**config.mk**
```make
export PLATFORM = sky130hd
export DESIGN_NAME = pipe_stage_sequencer_flat
export DESIGN_NICKNAME = d
export VERILOG_FILES = /design/src/rtl/pipe_pkg.sv /design/src/rtl/pipe_stage_sequencer_if.sv /design/src/rtl/pipe_stage_reg.sv /design/src/rtl/pipe_stage_sequencer.sv /design/src/flat_wrapper.sv
export SDC_FILE = /design/constraint.sdc
export NUM_CORES = 1
export LEC_CHECK = 0
export ABC_AREA = 1
export ABC_CLOCK_PERIOD_IN_PS = 2100
export CORE_MARGIN = 2
export CORE_UTILIZATION = 43
export DETAILED_ROUTE_END_ITERATION = 12
export GPL_ROUTABILITY_DRIVEN = 0
export MAX_ROUTING_LAYER = met4
export PLACE_DENSITY = 0.86
export SKIP_LAST_GASP = 1
export SLEW_MARGIN = 10
export SYNTH_ARGS = -nofsm -noshare
export SYNTH_HDL_FRONTEND = slang
export SYNTH_HIERARCHICAL = 1
export SYNTH_SLANG_ARGS = --single-unit
```
**constraint.sdc**
```tcl
create_clock -name clock -period 2.1 [get_ports clock]
set_clock_uncertainty 0.15 [all_clocks]
set_input_delay 0.525 -clock clock [delete_from_list [all_inputs] [get_ports clock]]
set_output_delay 0.525 -clock clock [all_outputs]
set_load 0.05 [all_outputs]
```
**src/rtl/pipe_pkg.sv**
```systemverilog
// Shared pipeline package: bubble encoding, stage record type and RV32I
// field-slice helpers used by decode and the hazard controller.
package pipe_pkg;

  localparam logic [31:0] NOP_INSN = 32'h0000_0013;  // addi x0,x0,0
  localparam logic [31:0] RESET_PC = 32'h0100_0000;

  // One pipeline stage record: instruction word, its PC, and a valid flag
  // that distinguishes real instructions from injected bubbles.
  typedef struct packed {
    logic [31:0] insn;
    logic [31:0] pc;
    logic        valid;
  } stage_t;

  localparam stage_t BUBBLE = '{insn: NOP_INSN, pc: 32'h0000_0000, valid: 1'b0};

  // Bubble built around a caller-chosen NOP encoding.
  function automatic stage_t make_bubble(input logic [31:0] nop);
    stage_t s;
    s.insn  = nop;
    s.pc    = 32'h0000_0000;
    s.valid = 1'b0;
    return s;
  endfunction

  function automatic logic [6:0] opcode(input logic [31:0] insn);
    return insn[6:0];
  endfunction

  function automatic logic [4:0] rd(input logic [31:0] insn);
    return insn[11:7];
  endfunction

  function automatic logic [2:0] funct3(input logic [31:0] insn);
    return insn[14:12];
  endfunction

  function automatic logic [4:0] rs1(input logic [31:0] insn);
    return insn[19:15];
  endfunction

  function automatic logic [4:0] rs2(input logic [31:0] insn);
    return insn[24:20];
  endfunction

  function automatic logic [6:0] funct7(input logic [31:0] insn);
    return insn[31:25];
  endfunction

endpackage

```
**src/rtl/pipe_stage_sequencer_if.sv**
```systemverilog
// Bus between the pipeline backbone and its surroundings (imem fetch port,
// hazard/forwarding controller, decode). The master side is the controller
// and fetch source; the slave side is the sequencer itself.
// Optional macro PIPE_PERF_CNT_EN adds the performance counter signals.
interface pipe_stage_sequencer_if;

  logic [31:0] f_insn;
  logic        f_valid;
  logic        stall;
  logic        pc_sel;
  logic [31:0] pc_target;

  logic [31:0] f_pc;
  logic [31:0] d_insn;
  logic [31:0] x_insn;
  logic [31:0] m_insn;
  logic [31:0] w_insn;
  logic [31:0] d_pc;
  logic [31:0] x_pc;
  logic [31:0] m_pc;
  logic [31:0] w_pc;
  logic        d_valid;
  logic        x_valid;
  logic        m_valid;
  logic        w_valid;

`ifdef PIPE_PERF_CNT_EN
  logic [31:0] stall_cnt;
  logic [31:0] flush_cnt;
  logic [31:0] retire_cnt;

  modport master (
    output f_insn, f_valid, stall, pc_sel, pc_target,
    input  f_pc, d_insn, x_insn, m_insn, w_insn,
    input  d_pc, x_pc, m_pc, w_pc,
    input  d_valid, x_valid, m_valid, w_valid,
    input  stall_cnt, flush_cnt, retire_cnt
  );

  modport slave (
    input  f_insn, f_valid, stall, pc_sel, pc_target,
    output f_pc, d_insn, x_insn, m_insn, w_insn,
    output d_pc, x_pc, m_pc, w_pc,
    output d_valid, x_valid, m_valid, w_valid,
    output stall_cnt, flush_cnt, retire_cnt
  );
`else
  modport master (
    output f_insn, f_valid, stall, pc_sel, pc_target,
    input  f_pc, d_insn, x_insn, m_insn, w_insn,
    input  d_pc, x_pc, m_pc, w_pc,
    input  d_valid, x_valid, m_valid, w_valid
  );

  modport slave (
    input  f_insn, f_valid, stall, pc_sel, pc_target,
    output f_pc, d_insn, x_insn, m_insn, w_insn,
    output d_pc, x_pc, m_pc, w_pc,
    output d_valid, x_valid, m_valid, w_valid
  );
`endif

endinterface

```
**src/rtl/pipe_stage_reg.sv**
```systemverilog
// Single pipeline stage register. Resets to a bubble; 'bubble' overrides
// 'load', and with neither asserted the stage holds its contents.
module pipe_stage_reg
  import pipe_pkg::*;
#(
  parameter logic [31:0] BUBBLE_INSN = 32'h0000_0013
) (
  input  logic   clock,
  input  logic   reset,
  input  logic   load,
  input  logic   bubble,
  input  stage_t d,
  output stage_t q
);

  stage_t stage_r;

  // Stage state: bubble injection wins over a normal load, otherwise hold.
  always_ff @(posedge clock or posedge reset) begin
    if (reset) begin
      stage_r <= make_bubble(BUBBLE_INSN);
    end else if (bubble) begin
      stage_r <= make_bubble(BUBBLE_INSN);
    end else if (load) begin
      stage_r <= d;
    end else begin
      stage_r <= stage_r;
    end
  end

  assign q = stage_r;

endmodule

```
**src/rtl/pipe_stage_sequencer.sv**
```systemverilog
// Five-stage RV32I pipeline backbone: fetch PC plus the D, X, M and W stage
// registers. Applies the controller's stall/redirect decisions, which only
// take effect when X holds a real instruction. All outputs come straight
// from registers, so stall/pc_sel never reach an output combinationally.
// Optional macro PIPE_PERF_CNT_EN adds stall/flush/retire counters.
module pipe_stage_sequencer #(
  parameter logic [31:0] RESET_PC = 32'h0100_0000,
  parameter logic [31:0] NOP_INSN = 32'h0000_0013
) (
  input logic                  clock,
  input logic                  reset,
  pipe_stage_sequencer_if.slave bus
);

  import pipe_pkg::*;

  logic [31:0] f_pc_r;
  logic [31:0] f_pc_nxt_s;
  logic        redir_s;
  logic        hold_s;
  logic        d_bubble_s;
  logic        d_load_s;
  logic        x_bubble_s;
  stage_t      f_rec_s;
  stage_t      d_q_s;
  stage_t      x_q_s;
  stage_t      m_q_s;
  stage_t      w_q_s;

  // Effective requests, stage controls and next fetch PC (redir > hold > f_valid).
  always_comb begin
    redir_s    = bus.pc_sel & x_q_s.valid;
    hold_s     = bus.stall & x_q_s.valid & ~redir_s;
    d_bubble_s = 1'b0;
    d_load_s   = 1'b0;
    x_bubble_s = 1'b0;
    f_pc_nxt_s = f_pc_r;
    f_rec_s.insn  = bus.f_insn;
    f_rec_s.pc    = f_pc_r;
    f_rec_s.valid = 1'b1;
    if (redir_s) begin
      // Squash the two wrong-path slots; the branch itself moves on to M.
      d_bubble_s = 1'b1;
      x_bubble_s = 1'b1;
      f_pc_nxt_s = bus.pc_target & 32'hFFFF_FFFC;
    end else if (hold_s) begin
      // Freeze fetch and D; X takes a bubble while X moves to M.
      d_load_s   = 1'b0;
      x_bubble_s = 1'b1;
      f_pc_nxt_s = f_pc_r;
    end else if (!bus.f_valid) begin
      // Fetch not ready: D gets a bubble, the rest keeps draining.
      d_bubble_s = 1'b1;
      f_pc_nxt_s = f_pc_r;
    end else begin
      d_load_s   = 1'b1;
      f_pc_nxt_s = f_pc_r + 32'd4;
    end
  end

  // Fetch program counter.
  always_ff @(posedge clock or posedge reset) begin
    if (reset) begin
      f_pc_r <= RESET_PC;
    end else begin
      f_pc_r <= f_pc_nxt_s;
    end
  end

  pipe_stage_reg #(.BUBBLE_INSN(NOP_INSN)) u_d_stage (
    .clock (clock),
    .reset (reset),
    .load  (d_load_s),
    .bubble(d_bubble_s),
    .d     (f_rec_s),
    .q     (d_q_s)
  );

  pipe_stage_reg #(.BUBBLE_INSN(NOP_INSN)) u_x_stage (
    .clock (clock),
    .reset (reset),
    .load  (1'b1),
    .bubble(x_bubble_s),
    .d     (d_q_s),
    .q     (x_q_s)
  );

  pipe_stage_reg #(.BUBBLE_INSN(NOP_INSN)) u_m_stage (
    .clock (clock),
    .reset (reset),
    .load  (1'b1),
    .bubble(1'b0),
    .d     (x_q_s),
    .q     (m_q_s)
  );

  pipe_stage_reg #(.BUBBLE_INSN(NOP_INSN)) u_w_stage (
    .clock (clock),
    .reset (reset),
    .load  (1'b1),
    .bubble(1'b0),
    .d     (m_q_s),
    .q     (w_q_s)
  );

  assign bus.f_pc    = f_pc_r;
  assign bus.d_insn  = d_q_s.insn;
  assign bus.d_pc    = d_q_s.pc;
  assign bus.d_valid = d_q_s.valid;
  assign bus.x_insn  = x_q_s.insn;
  assign bus.x_pc    = x_q_s.pc;
  assign bus.x_valid = x_q_s.valid;
  assign bus.m_insn  = m_q_s.insn;
  assign bus.m_pc    = m_q_s.pc;
  assign bus.m_valid = m_q_s.valid;
  assign bus.w_insn  = w_q_s.insn;
  assign bus.w_pc    = w_q_s.pc;
  assign bus.w_valid = w_q_s.valid;

`ifdef PIPE_PERF_CNT_EN
  logic [31:0] stall_cnt_r;
  logic [31:0] flush_cnt_r;
  logic [31:0] retire_cnt_r;

  // Performance counters: effective holds, effective redirects, retires in W.
  always_ff @(posedge clock or posedge reset) begin
    if (reset) begin
      stall_cnt_r  <= 32'd0;
      flush_cnt_r  <= 32'd0;
      retire_cnt_r <= 32'd0;
    end else begin
      stall_cnt_r  <= hold_s      ? stall_cnt_r + 32'd1  : stall_cnt_r;
      flush_cnt_r  <= redir_s     ? flush_cnt_r + 32'd1  : flush_cnt_r;
      retire_cnt_r <= w_q_s.valid ? retire_cnt_r + 32'd1 : retire_cnt_r;
    end
  end

  assign bus.stall_cnt  = stall_cnt_r;
  assign bus.flush_cnt  = flush_cnt_r;
  assign bus.retire_cnt = retire_cnt_r;
`endif

endmodule
```
**src/flat_wrapper.sv**
```systemverilog
// flat-port wrapper written by rule: the top's interface ports become plain ports
module pipe_stage_sequencer_flat import pipe_pkg::*;
#(
  parameter logic [31:0] RESET_PC = 32'h0100_0000,
  parameter logic [31:0] NOP_INSN = 32'h0000_0013
)
  (clock, reset, bus_f_insn, bus_f_valid, bus_stall, bus_pc_sel, bus_pc_target, bus_f_pc, bus_d_insn, bus_x_insn, bus_m_insn, bus_w_insn, bus_d_pc, bus_x_pc, bus_m_pc, bus_w_pc, bus_d_valid, bus_x_valid, bus_m_valid, bus_w_valid);
  pipe_stage_sequencer_if bus_i ();
  input logic clock;
  input logic reset;
  input wire logic [$bits(bus_i.f_insn)-1:0] bus_f_insn;
  input wire logic [$bits(bus_i.f_valid)-1:0] bus_f_valid;
  input wire logic [$bits(bus_i.stall)-1:0] bus_stall;
  input wire logic [$bits(bus_i.pc_sel)-1:0] bus_pc_sel;
  input wire logic [$bits(bus_i.pc_target)-1:0] bus_pc_target;
  output wire logic [$bits(bus_i.f_pc)-1:0] bus_f_pc;
  output wire logic [$bits(bus_i.d_insn)-1:0] bus_d_insn;
  output wire logic [$bits(bus_i.x_insn)-1:0] bus_x_insn;
  output wire logic [$bits(bus_i.m_insn)-1:0] bus_m_insn;
  output wire logic [$bits(bus_i.w_insn)-1:0] bus_w_insn;
  output wire logic [$bits(bus_i.d_pc)-1:0] bus_d_pc;
  output wire logic [$bits(bus_i.x_pc)-1:0] bus_x_pc;
  output wire logic [$bits(bus_i.m_pc)-1:0] bus_m_pc;
  output wire logic [$bits(bus_i.w_pc)-1:0] bus_w_pc;
  output wire logic [$bits(bus_i.d_valid)-1:0] bus_d_valid;
  output wire logic [$bits(bus_i.x_valid)-1:0] bus_x_valid;
  output wire logic [$bits(bus_i.m_valid)-1:0] bus_m_valid;
  output wire logic [$bits(bus_i.w_valid)-1:0] bus_w_valid;
  assign bus_i.f_insn = bus_f_insn;
  assign bus_i.f_valid = bus_f_valid;
  assign bus_i.stall = bus_stall;
  assign bus_i.pc_sel = bus_pc_sel;
  assign bus_i.pc_target = bus_pc_target;
  assign bus_f_pc = bus_i.f_pc;
  assign bus_d_insn = bus_i.d_insn;
  assign bus_x_insn = bus_i.x_insn;
  assign bus_m_insn = bus_i.m_insn;
  assign bus_w_insn = bus_i.w_insn;
  assign bus_d_pc = bus_i.d_pc;
  assign bus_x_pc = bus_i.x_pc;
  assign bus_m_pc = bus_i.m_pc;
  assign bus_w_pc = bus_i.w_pc;
  assign bus_d_valid = bus_i.d_valid;
  assign bus_x_valid = bus_i.x_valid;
  assign bus_m_valid = bus_i.m_valid;
  assign bus_w_valid = bus_i.w_valid;
  pipe_stage_sequencer #(.RESET_PC(RESET_PC), .NOP_INSN(NOP_INSN)) u_core (.clock(clock), .reset(reset), .bus(bus_i));
endmodule
```
==> impl_metrics.py <==
metrics = {
    "outcome": {
        "status": "finished with violations",
        "violations": "max-slew violations",
    },
    "setup_path": {
        "endpoint_kind": "output pin",
        "worst_setup_path_start_kind": "register",
        "crit_chain": "buf_12",
        "crit_path_top_delay_cell": "dfstp_2",
        "worstPathRequired_ns": 1.42,
        "path_max_fanout": 7,
        "cp.arrival_ns": 1.36,
        "path_buf_inv": 1,
        "r2r-end": "u_core/bus.f_pc[26]",
        "cp_top_family": "flip-flops",
        "r2r_start": "u_core/bus.f_pc[2]",
        "critPathKind": "reg -> out",
        "cpPeakStageDelay_ns": 0.65,
        "reg2reg_setup_slack_ns": 0.20,
        "r2r_cells": 8,
    },
    "global_routing": {
        "grt_pass1_vias": 11046,
        "grt.total_usage": 0.262,
        "overflow": 0,
        "antenna_found_initial": 2,
        "grt_max_degree": 66,
        "grt_pass1_wl_um": 62100,
    },
    "min_path": {
        "hold_class": "reg -> reg",
        "min_from": "u_core/u_d_stage/q[11]",
        "whs_path_depth": 2,
        "holdPathEnd": "u_core/u_d_stage/q[11]",
    },
    "layout": {
        "drive_gt1_frac": 0.240,
        "finalNonFillerCells": 2254,
        "fin_nets": 1914,
        "synthToLayoutAreaGrowth_pct": 38.6,
        "nFillCells": 2289,
        "finish.instance_area_um2": 17500,
    },
    "detailed_routing": {
        "drc_errors": 0,
        "wirelength_um": 40000,
        "vias_per_cell": 5.14,
        "dr.first_iter.drc_count": 1118,
        "vias": 11588,
        "first_pass_iters": 5,
        "ant_nets": 0,
        "routedWlPerCell_um": 17.7,
    },
    "sta": {
        "drv_slew": 66,
        "hold_violations": 0,
        "finalCritPeriodShare": 0.971,
        "slew_headroom": -1.67,
        "period_minus_slack_ns": 2.04,
        "worst_pin_slew_ns": 3.99,
        "fmax_mhz": 490,
        "setup_viol": 0,
        "rsz0062_at_grt": "false",
    },
    "placement": {
        "io_buffers": 356,
        "hpwl_um": 29300,
        "place_area_um2": 16400,
        "placed_cells": 2195,
    },
    "clock_tree": {
        "hold_buffers": 0,
        "cts_buffers": 31,
        "cts_setup_buffers": 0,
        "tritoncts": "built",
        "cts_root_buf": "clkbuf_16",
        "ctsResizeCount": 0,
        "clockBufferDepth": 3,
        "path_clk_slew_ns": 0.06,
        "htreeDepth": 1,
        "clk_latency_ns": 0.54,
        "cts_sinks": 290,
    },
    "flow_run": {
        "drv_cap": 0,
    },
    "synthesis": {
        "synth_top_flop_cell": "dfrtp_1",
        "synth-simple-area-share": 0.337,
        "synth_top_area_frac": 0.549,
        "syn_inst": 1472,
        "ys_seq_elements": 290,
        "synth_compound_area_frac": 0.0207,
        "synth_cell_types": 34,
        "synth_fa_ha_area_frac": 0.000991,
        "synthArstFlopShare": 1.00,
        "synth_top_family_by_area": "simple AND/OR/NAND/NOR gates",
        "synth-xor-area-share": 0.00486,
        "synth_common_cells": "nand2_1 (632), nand3_1 (290), dfrtp_1 (277), nor2_1 (37), inv_1 (34)",
        "ys_seq_area_frac": 0.576,
        "netlist_area_um2": 12600,
        "synthMuxAreaShare": 0,
        "synth_edf_count": 0,
        "yosys.area.top_type": "dfrtp_1",
        "yosys_warnings": 6,
        "yosys-top-cells-area": "dfrtp_1 (55%), nand2_1 (19%), nand3_1 (12%), dfstp_2 (2.7%), buf_6 (1.9%)",
        "synth_most_common_cell": "nand2_1",
        "avgSynthCellArea_um2": 8.57,
    },
    "die": {
        "pin_count": 361,
        "coreArea_um2": 28800,
        "start_util": 0.438,
        "die_area_um2": 30700,
        "die_x_um": 175,
        "die_h_um": 175,
        "row_count": 62,
    },
    "power_and_ir_drop": {
        "power_leakage_nw": 9.49,
        "p_total_w": 0.0189,
        "power_density_nw_per_um2": 1080,
        "ir_drop_mv": 0.679,
    },
}
## metal layers
metal | global-route usage | share of wire | up-vias
li1 | - | - | 5452
met1 | 0.353 | 0.42 | 5501
met2 | 0.401 | 0.47 | 545
met3 | 0.0387 | 0.066 | 90
met4 | 0.105 | 0.041 | 0
met5 | - | 0 | -
## worst min-delay path, stage by stage (launching register included)
cell	delay, ns
dfrtp_1	0.36
nand2_1	0.06
nand2_1	0.05
## layout by cell type, fill, tap and decap left out, types with 4 or more instances in the layout
cell | netlist | routed
a21oi_1 | 18 | 18
buf_12 | 0 | 45
buf_4 | 8 | 294
bufinv_16 | 0 | 5
clkbuf_1 | 25 | 7
clkbuf_16 | 0 | 31
clkbuf_8 | 0 | 7
clkdlybuf4s50_1 | 0 | 66
clkinv_2 | 0 | 5
clkinvlp_4 | 0 | 5
conb_1 | 2 | 24
dfrtp_1 | 277 | 277
dfstp_2 | 13 | 13
inv_1 | 34 | 30
inv_2 | 8 | 8
nand2_1 | 632 | 632
nand2_2 | 12 | 12
nand3_1 | 290 | 290
nor2_1 | 37 | 36
nor2_2 | 10 | 10
nor2_4 | 8 | 9
o211ai_1 | 4 | 4
o21ai_0 | 12 | 12
o21bai_1 | 5 | 5
xor2_1 | 5 | 5
## registers in the layout (all words and copies together) (netlist names)
name                flops
u_core/u_x_stage/q     65
u_core/u_d_stage/q     65
u_core/u_w_stage/q     65
u_core/bus.f_pc        30
u_core/u_m_stage/q     65
## through the flow
stage	hold slack [ns]	setup TNS [ns]	utilization	worst slack, ns
global route	0.339	0	0.608	0.0152
CTS	0.340	0	0.607	0.0422
global placement	0.335	-3.61	0.570	-0.0857
finish	0.348	0	0.608	0.0611
floorplan	0.432	0	-	0.0192
detailed placement	0.334	-5.79	0.570	-0.113
## how the worst max path moves through the flow
stage | slack (ns) | depth (start not counted) | startpoint | to
floorplan | 0.02 | 8 | u_core/u_x_stage/q[0] | u_core/u_d_stage/q[0]
global placement | -0.09 | 8 | bus_pc_sel | u_core/bus.f_pc[6]
detailed placement | -0.11 | 8 | bus_pc_sel | u_core/u_d_stage/q[51]
CTS | 0.04 | 1 | u_core/bus.f_pc[24] | bus_f_pc[24]
global route | 0.02 | 1 | u_core/bus.f_pc[24] | bus_f_pc[24]
finish | 0.06 | 1 | u_core/bus.f_pc[24] | bus_f_pc[24]
## logic make-up (layout without fill, tap and decap cells)
group,Yosys count,in the layout
other,2,26
xor gates and xnor gates,7,7
adders and majority gates,1,1
buffers and inverters,131,505
DFF,290,290
and+or+nand+nor,996,996
AOI/OAI and AO/OA,45,45
## report_power, final
group / switching (W) / internal (W)
Sequential: 0.00107 / 0.00625
Combinational: 0.00386 / 0.00196
Clock: 0.00220 / 0.00357
## layout make-up
type / count / area (µm²) / share of cell area
repair buffers: 405 / 3770 / 0.215
diodes: 2 / 5.00 / 0.000286
flip-flops and latches: 290 / 7270 / 0.416
clock inverters: 12 / 191 / 0.0109
clock buffers: 45 / 898 / 0.0514
inverters: 43 / 179 / 0.0102
multi-input cells: 1073 / 4690 / 0.268
well taps: 384 / 480 / 0.0275
Power figures use the tool's default switching activity.
